<file path="config.mk">
export PLATFORM = sky130hd
export DESIGN_NAME = bram_fifo
export DESIGN_NICKNAME = d
export VERILOG_FILES = /design/src/rtl/bram_fifo.sv
export SDC_FILE = /design/constraint.sdc
export NUM_CORES = 1
export LEC_CHECK = 0
export CAP_MARGIN = 10
export CELL_PAD_IN_SITES_DETAIL_PLACEMENT = 1
export CELL_PAD_IN_SITES_GLOBAL_PLACEMENT = 1
export CORE_MARGIN = 1
export CORE_UTILIZATION = 41
export CTS_BUF_LIST = sky130_fd_sc_hd__clkbuf_8
export DETAILED_ROUTE_END_ITERATION = 10
export PLACE_DENSITY = 0.9
export SLEW_MARGIN = 10
export SYNTH_ARGS = -nofsm -noshare
export SYNTH_HDL_FRONTEND = slang
export SYNTH_SLANG_ARGS = --single-unit
</file>
<file path="constraint.sdc">
create_clock -name CLK -period 4.75 [get_ports CLK]
set_input_delay 0.475 -clock CLK [delete_from_list [all_inputs] [get_ports CLK]]
set_output_delay 0.475 -clock CLK [all_outputs]
set_load 0.05 [all_outputs]
</file>
<file path="src/rtl/bram_fifo.sv">
// ---------------------------------------------------------------------------
// bram_fifo
//
// FIFO controller built around an external BRAM that has one write port and
// one read port with a registered (one-cycle) read. It turns the BRAM's
// address/registered-data interface into an enq/first/deq method interface.
// Entries sit in the BRAM until they are pulled into a single head register
// ("first"). There is one read in flight at most at any time.
//
// Parameters
//   depth : number of BRAM entries (>= 2, any value)
//   width : data width in bits (must match the attached BRAM)
//
// Ports
//   CLK, nRST                 clock (rising edge), asynchronous active-low reset
//   enq__ENA/enq_v/enq__RDY   enqueue strobe, data, space available
//   deq__ENA/deq__RDY         dequeue strobe, head valid (same as first__RDY)
//   first/first__RDY          head-of-queue data register and its valid flag
//   count                     total entries held (BRAM + in-flight + head)
//   bram_write_*              BRAM write strobe/address/data, write ready
//   bram_read_*               BRAM read strobe/address, read ready
//   bram_dataOut, __RDY       BRAM read data, valid one cycle after a read
// ---------------------------------------------------------------------------
module bram_fifo #(
  parameter int depth = 1024,
  parameter int width = 4,
  localparam int aw = (depth > 1) ? $clog2(depth) : 1,
  localparam int cw = $clog2(depth + 3)
) (
  input  logic             CLK,
  input  logic             nRST,
  input  logic             enq__ENA,
  input  logic [width-1:0] enq_v,
  output logic             enq__RDY,
  input  logic             deq__ENA,
  output logic             deq__RDY,
  output logic [width-1:0] first,
  output logic             first__RDY,
  output logic [cw-1:0]    count,
  output logic             bram_write__ENA,
  output logic [aw-1:0]    bram_write_addr,
  output logic [width-1:0] bram_write_data,
  input  logic             bram_write__RDY,
  output logic             bram_read__ENA,
  output logic [aw-1:0]    bram_read_addr,
  input  logic             bram_read__RDY,
  input  logic [width-1:0] bram_dataOut,
  input  logic             bram_dataOut__RDY
);

  // State
  logic [aw-1:0]    wptr_reg, wptr_next;
  logic [aw-1:0]    rptr_reg, rptr_next;
  logic [cw-1:0]    cnt_reg, cnt_next;        // entries resident in the BRAM
  logic             rd_pend_reg, rd_pend_next; // read issued, data not yet captured
  logic             out_valid_reg, out_valid_next;
  logic [width-1:0] out_reg, out_next;

  logic enq_fire;
  logic deq_fire;
  logic rd_issue;

  // Pointer increment with wrap at depth-1 (depth need not be a power of two).
  function automatic logic [aw-1:0] bump(input logic [aw-1:0] p);
    return (p == aw'(depth - 1)) ? '0 : p + aw'(1);
  endfunction

  // Handshakes. Qualifying with nRST keeps every strobe/ready low while reset
  // is held, independent of the BRAM-side ready inputs.
  assign enq__RDY = nRST && (cnt_reg < cw'(depth)) && bram_write__RDY;
  assign enq_fire = enq__ENA && enq__RDY;
  assign deq_fire = deq__ENA && out_valid_reg;

  // Only one read may be outstanding; a new read is issued when the head
  // register is free or is being emptied this cycle.
  assign rd_issue = nRST && (cnt_reg != '0) && !rd_pend_reg && bram_read__RDY &&
                    (!out_valid_reg || deq__ENA);

  // BRAM client side
  assign bram_write__ENA = enq_fire;
  assign bram_write_addr = wptr_reg;
  assign bram_write_data = enq_v;
  assign bram_read__ENA  = rd_issue;
  assign bram_read_addr  = rptr_reg;

  // Method side
  assign first      = out_reg;
  assign first__RDY = out_valid_reg;
  assign deq__RDY   = out_valid_reg;
  assign count      = cnt_reg + cw'(rd_pend_reg) + cw'(out_valid_reg);

  always_comb begin
    wptr_next      = wptr_reg;
    rptr_next      = rptr_reg;
    cnt_next       = cnt_reg;
    rd_pend_next   = rd_pend_reg;
    out_valid_next = out_valid_reg;
    out_next       = out_reg;

    if (enq_fire) begin
      wptr_next = bump(wptr_reg);
    end
    if (rd_issue) begin
      rptr_next = bump(rptr_reg);
    end

    case ({enq_fire, rd_issue})
      2'b10:   cnt_next = cnt_reg + cw'(1);
      2'b01:   cnt_next = cnt_reg - cw'(1);
      default: cnt_next = cnt_reg;
    endcase

    // The BRAM presents data exactly one cycle after the read, so a pending
    // read is always captured in the following cycle. Capture wins over a
    // simultaneous dequeue: the old head leaves, the new one arrives.
    if (rd_pend_reg) begin
      out_next       = bram_dataOut;
      out_valid_next = 1'b1;
      rd_pend_next   = 1'b0;
    end else if (deq_fire) begin
      out_valid_next = 1'b0;
    end

    // rd_issue requires !rd_pend_reg, so it never collides with the clear above.
    if (rd_issue) begin
      rd_pend_next = 1'b1;
    end
  end

  always_ff @(posedge CLK or negedge nRST) begin
    if (!nRST) begin
      wptr_reg      <= '0;
      rptr_reg      <= '0;
      cnt_reg       <= '0;
      rd_pend_reg   <= 1'b0;
      out_valid_reg <= 1'b0;
      out_reg       <= '0;
    end else begin
      wptr_reg      <= wptr_next;
      rptr_reg      <= rptr_next;
      cnt_reg       <= cnt_next;
      rd_pend_reg   <= rd_pend_next;
      out_valid_reg <= out_valid_next;
      out_reg       <= out_next;
    end
  end

  // Protocol checks: strobes without ready are ignored by the logic above,
  // and the BRAM must deliver valid data in the cycle after every read.
  a_enq_protocol: assert property (@(posedge CLK) disable iff (!nRST)
    enq__ENA |-> enq__RDY);
  a_deq_protocol: assert property (@(posedge CLK) disable iff (!nRST)
    deq__ENA |-> deq__RDY);
  a_read_data_valid: assert property (@(posedge CLK) disable iff (!nRST)
    rd_pend_reg |-> bram_dataOut__RDY);

endmodule
</file>
Word level (Yosys, flattened, before mapping)
Cells that the tools add are included.
{ "totals": {"output_inout_bits": 44, "register_bits": 37, "elab_cells": 37, "inputBits": 15} }
{ "op_classes": {"mux": 6, "eq_ne": 4, "n_addsub": 6, "n_lt_le_gt_ge": 1, "reduce_logical": 14} }
{ "op_table": {"columns": ["cell", "count"], "rows": [
  ["11-bit by 1-bit adder with 11-bit output", 2],
  ["11-bit one-hot mux with 2 select lines", 1],
  ["10-bit by 1-bit adder with 10-bit output (second input constant)", 2],
  ["10-bit == test (second input constant)", 2],
  ["10-bit two-way mux", 2],
  ["11-bit by 1-bit adder with 11-bit output (second input constant)", 1],
  ["11-bit < comparator (second input constant)", 1],
  ["11-bit nonzero test", 1],
  ["11-bit by 1-bit subtractor with 11-bit output (second input constant)", 1],
  ["1-bit logical AND", 8],
  ["2-bit nonzero test", 2],
  ["1-bit two-way mux", 3],
  ["2-bit by 1-bit == test with 1-bit output (second input constant)", 1],
  ["2-bit == test (second input constant)", 1],
  ["1-bit logical NOT", 2],
  ["1-bit logical OR", 1]
]} }

Longest topological paths before layout
Gate-level depths: netlist (run 1).
{ "depth": {"ltp_word": 7, "mapped_depth": 13, "ltp_nobuf": 12} }

Least setup slack after synthesis (run 1)
Ideal clock, no wire load.
{ "synth_timing": {"path_kind": "reg2reg", "startpoint": "reg out_valid_reg, in the netlist deq__RDY", "endpoint": "reg cnt_reg[10]", "slack_ps": 1327, "t_arrival_ps": 3302, "period_less_slack_ps": 3423, "required_time_ps": 4628, "stages_incl_launch_ff": 12, "n_path_buf": 0, "cell_sequence": "dfrtp_1 inv_1 o21a_1 nand4_1 inv_1 ha_1 ha_1 nor2b_4 o31a_4 o31ai_4 mux2_1 o2111a_1"} }
{ "synth_between": {"elab_chain_len": 5, "elab_cells_between_ends": 7, "classes_between": "eq/ne (2); mux (1); reduce/logical (4)"} }
{ "synth_rtl": {"columns": ["element", "line", "rtl"], "rows": [
  ["start: declaration", "56", "logic out_valid_reg, out_valid_next;"],
  ["start signal: assignment", "143", "out_valid_reg <= out_valid_next;"],
  ["1-bit logical NOT (*)", "77", "(!out_valid_reg || deq__ENA);"],
  ["1-bit logical OR (*)", "77", null],
  ["1-bit logical AND (*)", "76", "assign rd_issue = nRST && (cnt_reg != '0) && !rd_pend_reg && bram_read__RDY &&"],
  ["net bram_read__ENA", "44", "output logic bram_read__ENA,"],
  ["2-bit by 1-bit == test with 1-bit output or 2-bit == test (tied branches)", "107", "case ({enq_fire, rd_issue})"],
  ["11-bit one-hot mux with 2 select lines or 2-bit nonzero test (tied branches)", null, null],
  ["end signal: assignment", "141", "cnt_reg <= cnt_next;"],
  ["end: declaration", "54", "logic [cw-1:0] cnt_reg, cnt_next;"]
]} }
The timed path passes the listed nets; every way through them passes the cells marked *.
A chain may end at the register's enable or synchronous reset.

Worst setup path after layout (run 1)
{ "layout_timing": {"startpoint": "in deq__ENA", "endpoint": "reg cnt_reg[10]"} }
{ "layout_between": {"elab_chain_len": 4, "elab_cells_between_ends": 6, "classes_between": "eq/ne (2); mux (1); reduce/logical (3)"} }
{ "layout_rtl": {"columns": ["element", "line", "rtl"], "rows": [
  ["start: declaration", "35", "input logic deq__ENA,"],
  ["1-bit logical OR (*)", "77", null],
  ["1-bit logical AND (*)", "76", null],
  ["2-bit by 1-bit == test with 1-bit output or 2-bit == test (tied branches)", "107", null],
  ["11-bit one-hot mux with 2 select lines or 2-bit nonzero test (tied branches)", null, null]
]} }
Mark *: on every way between the ends. The rest lies on a longest branch, timed or not.

==> results of run 1 <==
per-stage QoR:
stage / setup WS, ps / hold WS [ps]
after CTS: 876 / 282
final: 896 / 265
after detailed placement: 586 / 491
after global placement: 789 / 487
after global routing: 680 / 300
after floorplan: 1330 / 179
cell usage in the layout (no fill, tap or decap), types with 5 or more instances in the layout:
cell type / count
o21ai_0: 17
ha_1: 13
and3_1: 7
clkbuf_8: 6
o31ai_1: 5
dfrtp_1: 37
inv_1: 15
o21a_1: 5
xnor2_1: 13
clkdlybuf4s50_1: 48
nor3_1: 8
nor2_1: 19
a21oi_1: 10
nand3_1: 14
xor2_1: 10
nand4_1: 6
nand2_1: 25
Yosys cell counts (all sizes together), types with 3 or more instances:
| cell type | instances | area share |
|---|---|---|
| a21o | 3 | 0.0095 |
| a21oi | 10 | 0.021 |
| a31oi | 3 | 0.0080 |
| and3 | 7 | 0.019 |
| buf | 7 | 0.020 |
| dfrtp | 37 | 0.39 |
| ha | 13 | 0.069 |
| inv | 16 | 0.025 |
| mux2 | 5 | 0.024 |
| nand2 | 25 | 0.040 |
| nand2b | 4 | 0.011 |
| nand3 | 14 | 0.030 |
| nand4 | 7 | 0.025 |
| nor2 | 19 | 0.030 |
| nor3 | 8 | 0.017 |
| o21a | 5 | 0.016 |
| o21ai | 17 | 0.036 |
| o31ai | 6 | 0.025 |
| xnor2 | 13 | 0.048 |
| xor2 | 10 | 0.037 |
worst min path at each step:
| stage | slack, ps | cells past startpoint | to | from |
|---|---|---|---|---|
| after floorplan | 180 | 0 | bram_read_addr[0] | nRST |
| after global placement | 490 | 1 | first[1] | first[1] |
| final | 270 | 2 | first[2] | nRST |
| after detailed placement | 490 | 1 | bram_read_addr[8] | bram_read_addr[8] |
| after global routing | 300 | 2 | bram_write_addr[4] | nRST |
| after CTS | 280 | 2 | first[2] | nRST |
where the power goes:
part	internal [mW]	switching [mW]	total [mW]	leakage, nW
clock	0.171	0.119	0.290	0.0574
combinational	0.349	0.615	0.964	0.775
sequential	0.398	0.139	0.536	0.476
layer usage:
metal	GRT usage	share of wire	vias up
met5	0	0	-
met4	0.0792	0.022	0
met3	0.0388	0.035	13
met2	0.412	0.52	58
met1	0.291	0.42	1037
li1	-	-	986
kinds of logic after synthesis:
family / Yosys count / share of synthesized area
AO/OA/AOI/OAI: 54 / 0.156
AND/OR/NAND/NOR: 93 / 0.207
adder cells (fa/ha/maj): 15 / 0.0859
buffers and inverters: 25 / 0.0488
multiplexers: 5 / 0.0239
flip-flops: 37 / 0.392
XOR/XNOR: 23 / 0.0854
worst reg2reg max path, stage by stage (launching register included):
cell and delay, ps:
dfrtp_1 460, inv_1 120, o21a_1 150, nand4_1 460
inv_1 350, ha_1 550, ha_1 380, nor2b_4 150
o31a_4 310, o31ai_4 240, mux2_1 360, o2111a_1 140
area by class of cell:
class	count	area, um2
multi-input cells	190	1320
inverters	16	60.1
well taps	72	90.1
repair buffers	50	493
clock buffers	6	82.6
fillers	642	2530
flip-flops and latches	37	926
clock inverters	2	37.5
==> impl_results.md, run 1 <==
- Instance count on the critical path: 11
- Setup violators final: 0
- Crit path max fanout: 13
- Placed standard-cell area: 2890 um2
- Top FF cell, synth: dfrtp_1
- Hold Fails Final Rpt: 0
- Gr ovfl total: 0
- Final Instance Area: 3010 um2
- DP HPWL: 4710 um
- Core Util, Final: 0.543
- Origin of the critical flop-to-flop path: rd_pend_reg
- # clock sinks: 37
- Status: complete, no violations
- Total number of vias: 2094
- FF-to-FF End: cnt_reg[10]
- Crit path from: deq__ENA
- Sequential share of the synthesized area: 0.392
- Clk_skew: 6.62 ps
- Period utilisation layout: 0.811
- Antenna-violating nets left: 0
- Largest buffer count on any clock path: 2
- R2r setup slk: 970 ps
- Worst min path class: primary input to asynchronous set/reset pin
- Post-synth ARST share: 1.00
- Synth cell types: 44
- Fraction of layout cells with a size suffix above 1: 0.0664
- YS warnings: 0
- Max-slew violation count: 0
- DRT iter0 DRCs: 89
- Cell Count Post-Placement: 365
- Power Total: 1.79 mW
- Crit start category: primary input
- Die height: 77.9 um
- Pleak: 1.31 nW
- Largest register FFs: 11
- Worst skew pair latency: 290 ps
- H-Tree Depth: 2
- Initial DRT Pass Iterations: 4
- Antenna cells: 0
- WP buf/inv: 2
- CP peak stage delay: 550 ps
- Synthesized instance count: 252
- Max VDD drop: 0.000308 V
- WS Path Type: primary input to register
- Die area: 6060 um2
- Final Wtd Congestion: 0.786
- Cts bufs inserted: 5
- Largest net degree at the start of global routing: 40
- Clk root buf: clkbuf_8
- Final setup TNS: 0 ps
- Number of global-route vias before repair: 2212
- First-pass GRT wire length: 11200 um
- Critical path data required time: 4930 ps
- Mapped Nets: 282
- IO Count: 59
- Number of synthesized register bits: 37
- Sequence of cells on the critical path: clkdlybuf4s50_1 > o21a_1 > nand4_1 > inv_1 > ha_1 > ha_1 > nor2b_4 > o31a_4 > o31ai_4 > mux2_1 > o2111a_1
- Worst slew pin tran: 637 ps
- PortBufs: 49
- Mean Syn Cell Area: 9.36 um2
- Worst setup path end: cnt_reg[10]
- CP max-delay cell: ha_1
- CTS tree: done
- CP endpoint kind: register
- RSZ-0062 raised after global routing: false
- Starting density of the core: 0.426
- Min Tclk post-route: 3850 ps
- Hold buffers post-CTS: 0
- Num rows: 27
- CTS clk-pin slew, worst paths: 80 ps
- R2R cell count: 11
- Most frequent CP cell: ha_1
- Resized cells post-CTS: 0
- Crit path DAT: 4030 ps
- Total core area: 5540 um2
- Maxcap violations: 0
- GRT Util Overall: 0.235
- Vias/cell: 5.61
- Setup Buffers After CTS: 0
- Worst slew margin: 0.575
- Max frequency: 259 MHz
- Area Overhead vs Synth: 27.5%
- Final wirelength: 6430 um
- Initial antenna violation count: 0
- Width of the die: 77.9 um
- Synth Cell Area: 2360 um2
- Post-synth EDFFs: 0
- Final Non-Filler Cells: 373
- Power density over the cells: 595 nW/um2
- Top delay family on crit path: adder cells
- DRC errors left: 0
- Nets: 330
- Routed len/inst: 17.2 um
Power figures use the tool's default switching activity.
==> run 2, diff against run 1 <==
- CORE_UTILIZATION: 41 -> 38
- PLACE_DENSITY: 0.9 -> 0.85
- clock period: 4.75 -> 3.85 ns (I/O delays scaled with it)
==> run 2 against run 1 <==
  * Final cell count rose by 1.9%
  * Worst hold slack gained 240 ps
  * Clock-buffer cell count unchanged
  * Critical path depth is 2 lower
  * Sequential cell count unchanged
  * Clock skew barely moved
  * Power grew 23%
  * Wire length fell by 1.6%
  * Worst setup slack got worse by 440 ps
  * Final area up 1.1%
  * Global-route usage is 2.3 points lower
  * Clock power increased by 23%
  * Largest cell class unchanged
==> impl_results.md, run 2 (synthesis results as in run 1) <==
- Routed len/inst: 16.7 um (-3.4%)
- Final Wtd Congestion: 0.859 (+9.3%)
- Sequential Power Share: 0.300 (about the same)
- CTS clk-pin slew, worst paths: 80 ps (about the same)
- Max frequency: 295 MHz
- Hold depth: 1
- RSZ-0062 raised after global routing: false
- CP endpoint kind: output pin
- R2r setup slk: 560 ps (-410 ps)
- Critical path data required time: 3460 ps (-1470 ps)
- Min Tclk post-route: 3400 ps
- Top sig layer: met4
- Worst slew pin tran: 620 ps (-16.6 ps)
- Hold Fails Final Rpt: 0 (unchanged)
- Vias/cell: 5.56 (-0.95%)
- Worst slew margin: 0.583 (+0.00786)
- Largest buffer count on any clock path: 2 (unchanged)
- Crit start category: register
- Resized cells post-CTS: 0 (unchanged)
- Logic pwr share: 0.538 (about the same)
- Number of global-route vias before repair: 2223 (+0.50%)
- DRT iter0 DRCs: 52 (-42%)
- Highest-count cells in the layout ignoring fill and taps: clkdlybuf4s50_1 (48), dfrtp_1 (37), nand2_1 (25)
- Initial DRT Pass Iterations: 4 (unchanged)
- DRC errors left: 0 (unchanged)
- Crit path DAT: 3010 ps (-1020 ps)
- Largest net degree at the start of global routing: 30 (-25%)
- Origin of the critical flop-to-flop path: cnt_reg[3]
- IO Count: 59 (unchanged)
- WS Path Type: register to output pin
- Area Overhead vs Synth: 28.8%
- Initial antenna violation count: 0 (unchanged)
- Total number of vias: 2113 (+0.91%)
- Status: complete, no violations
- Antenna cells: 0 (unchanged)
- DP HPWL: 4730 um (+0.34%)
- Most common cell after layout, fill and taps aside: clkdlybuf4s50_1
- Hold path startpoint: bram_read_addr[8]
- WL met3: 201 um (-9.5%)
- Period utilisation layout: 0.882
- Final wirelength: 6330 um (-1.6%)
- R2R cell count: 11 (unchanged)
- Total core area: 5960 um2 (+7.5%)
- Place WS: 415 ps (-171 ps)
- Sw Ratio: 0.485 (-0.00292)
- CTS tree: done
- Antenna-violating nets left: 0 (unchanged)
- Max VDD drop: 0.000343 V (+12%)
- Num rows: 28 (+3.7%)
- FILL cells: 687 (+7.0%)
- Width of the die: 80.8 um (+3.8%)
- Gr ovfl total: 0 (unchanged)
- Final setup TNS: 0 ps (unchanged)
- Wl on met1: 2700 um (unchanged)
- Max-slew violation count: 0 (unchanged)
- Maxcap violations: 0 (unchanged)
- Cts bufs inserted: 5 (unchanged)
- Largest register FFs: 11 (unchanged)
- Met2 routed WL: 3380 um (+0.30%)
- PortBufs: 49 (unchanged)
- Setup violators final: 0 (unchanged)
- Clk root buf: clkbuf_8
- Starting density of the core: 0.396 (-0.0297)
- Crit path max fanout: 5 (-8)
- # clock sinks: 37 (unchanged)
- Fraction of layout cells with a size suffix above 1: 0.0721 (+0.00569)
- Nets: 334 (+1.2%)
- Setup Buffers After CTS: 0 (unchanged)
- Worst skew pair latency: 290 ps (about the same)
- Die height: 80.8 um (+3.8%)
- Clk_skew: 6.20 ps (-0.423 ps)
- Pleak: 1.33 nW (+1.8%)
- Clock power share: 0.162 (about the same)
- FF-to-FF End: cnt_reg[10]
- First-pass GRT wire length: 10500 um (-5.7%)
- P_int: 1.13 mW (+23%)
- GRT Util Overall: 0.212 (-0.0232)
- Hold path endpoint: bram_read_addr[8]
- Power density over the cells: 723 nW/um2 (+21%)
- P_sw: 1.07 mW (+22%)
- Die area: 6530 um2 (+7.7%)
- Worst min path class: register to register
- Setup ws final: 455 ps (-442 ps)
- H-Tree Depth: 2 (unchanged)
## run 2: cell types whose count changed in the layout (fill, tap and decap cells not counted), sizes merged
cell         delta
clkinvlp        -1
buf             +3
dlygate4sd3     +1
inv             +1
## run 2: area by class of cell
cell class / instances / area, um2 / area share
clock inverters: 2 / 33.8 / 0.0111
clock buffers: 6 / 82.6 / 0.0272
multi-input cells: 190 / 1320 / 0.434
flip-flops and latches: 37 / 926 / 0.305
inverters: 16 / 60.1 / 0.0198
well taps: 75 / 93.8 / 0.0309
repair buffers: 54 / 526 / 0.173
## run 2: timing repair
action,CTS,global route
setup endpoints to repair,0,0
hold buffers,1,0
endpoints found under the hold margin,8,0
## run 2: worst max-delay path, cell delays in order, from the launching register on
cell and delay (ps):
dfrtp_1 490, inv_1 120, fa_1 370, inv_1 90, ha_1 200, nand2_1 80
nor2_1 260, nand3_1 140, xnor2_1 150, clkdlybuf4s50_1 820
## run 2: worst max-delay path by stage
| stage | from | endpoint | slack [ps] | depth (start not counted) |
|---|---|---|---|---|
| after floorplan | deq__RDY | cnt_reg[10] | 430 | 11 |
| after detailed placement | deq__ENA | cnt_reg[10] | 410 | 11 |
| final | rd_pend_reg | count[8] | 450 | 9 |
| after global routing | nRST | cnt_reg[9] | 260 | 12 |
| after CTS | rd_pend_reg | count[8] | 430 | 9 |
| after global placement | deq__ENA | cnt_reg[10] | 610 | 11 |
## run 2: power by group through the flow
stage / Clock, mW / Combinational (mW) / Sequential, mW
after floorplan: 0 / 0.673 / 0.799
after global placement: 0 / 1.15 / 0.654
after detailed placement: 0 / 1.19 / 0.665
after CTS: 0.362 / 1.19 / 0.659
after global routing: 0.382 / 1.28 / 0.681
final: 0.356 / 1.18 / 0.660
## run 2: stage by stage
step	utilization	instance area [um2]	hold WS [ps]	power, mW	instances
after floorplan	-	2360	89.4	1.47	252
after global placement	0.489	2910	283	1.80	371
after detailed placement	0.489	2910	291	1.85	371
after CTS	0.511	3040	510	2.21	380
after global routing	0.511	3040	527	2.34	380
final	0.511	3040	509	2.20	380
## run 2: routing by layer
metal | vias up | GRT usage
li1 | 994 | -
met1 | 1076 | 0.246
met2 | 37 | 0.392
met3 | 6 | 0.0337
met4 | 0 | 0.0696
met5 | - | 0
==> run 3, diff against run 2 <==
- ABC_CLOCK_PERIOD_IN_PS: default -> 3850
==> results of run 3 <==
No change in the layout: final DEF, timing and power equal those of run 2.
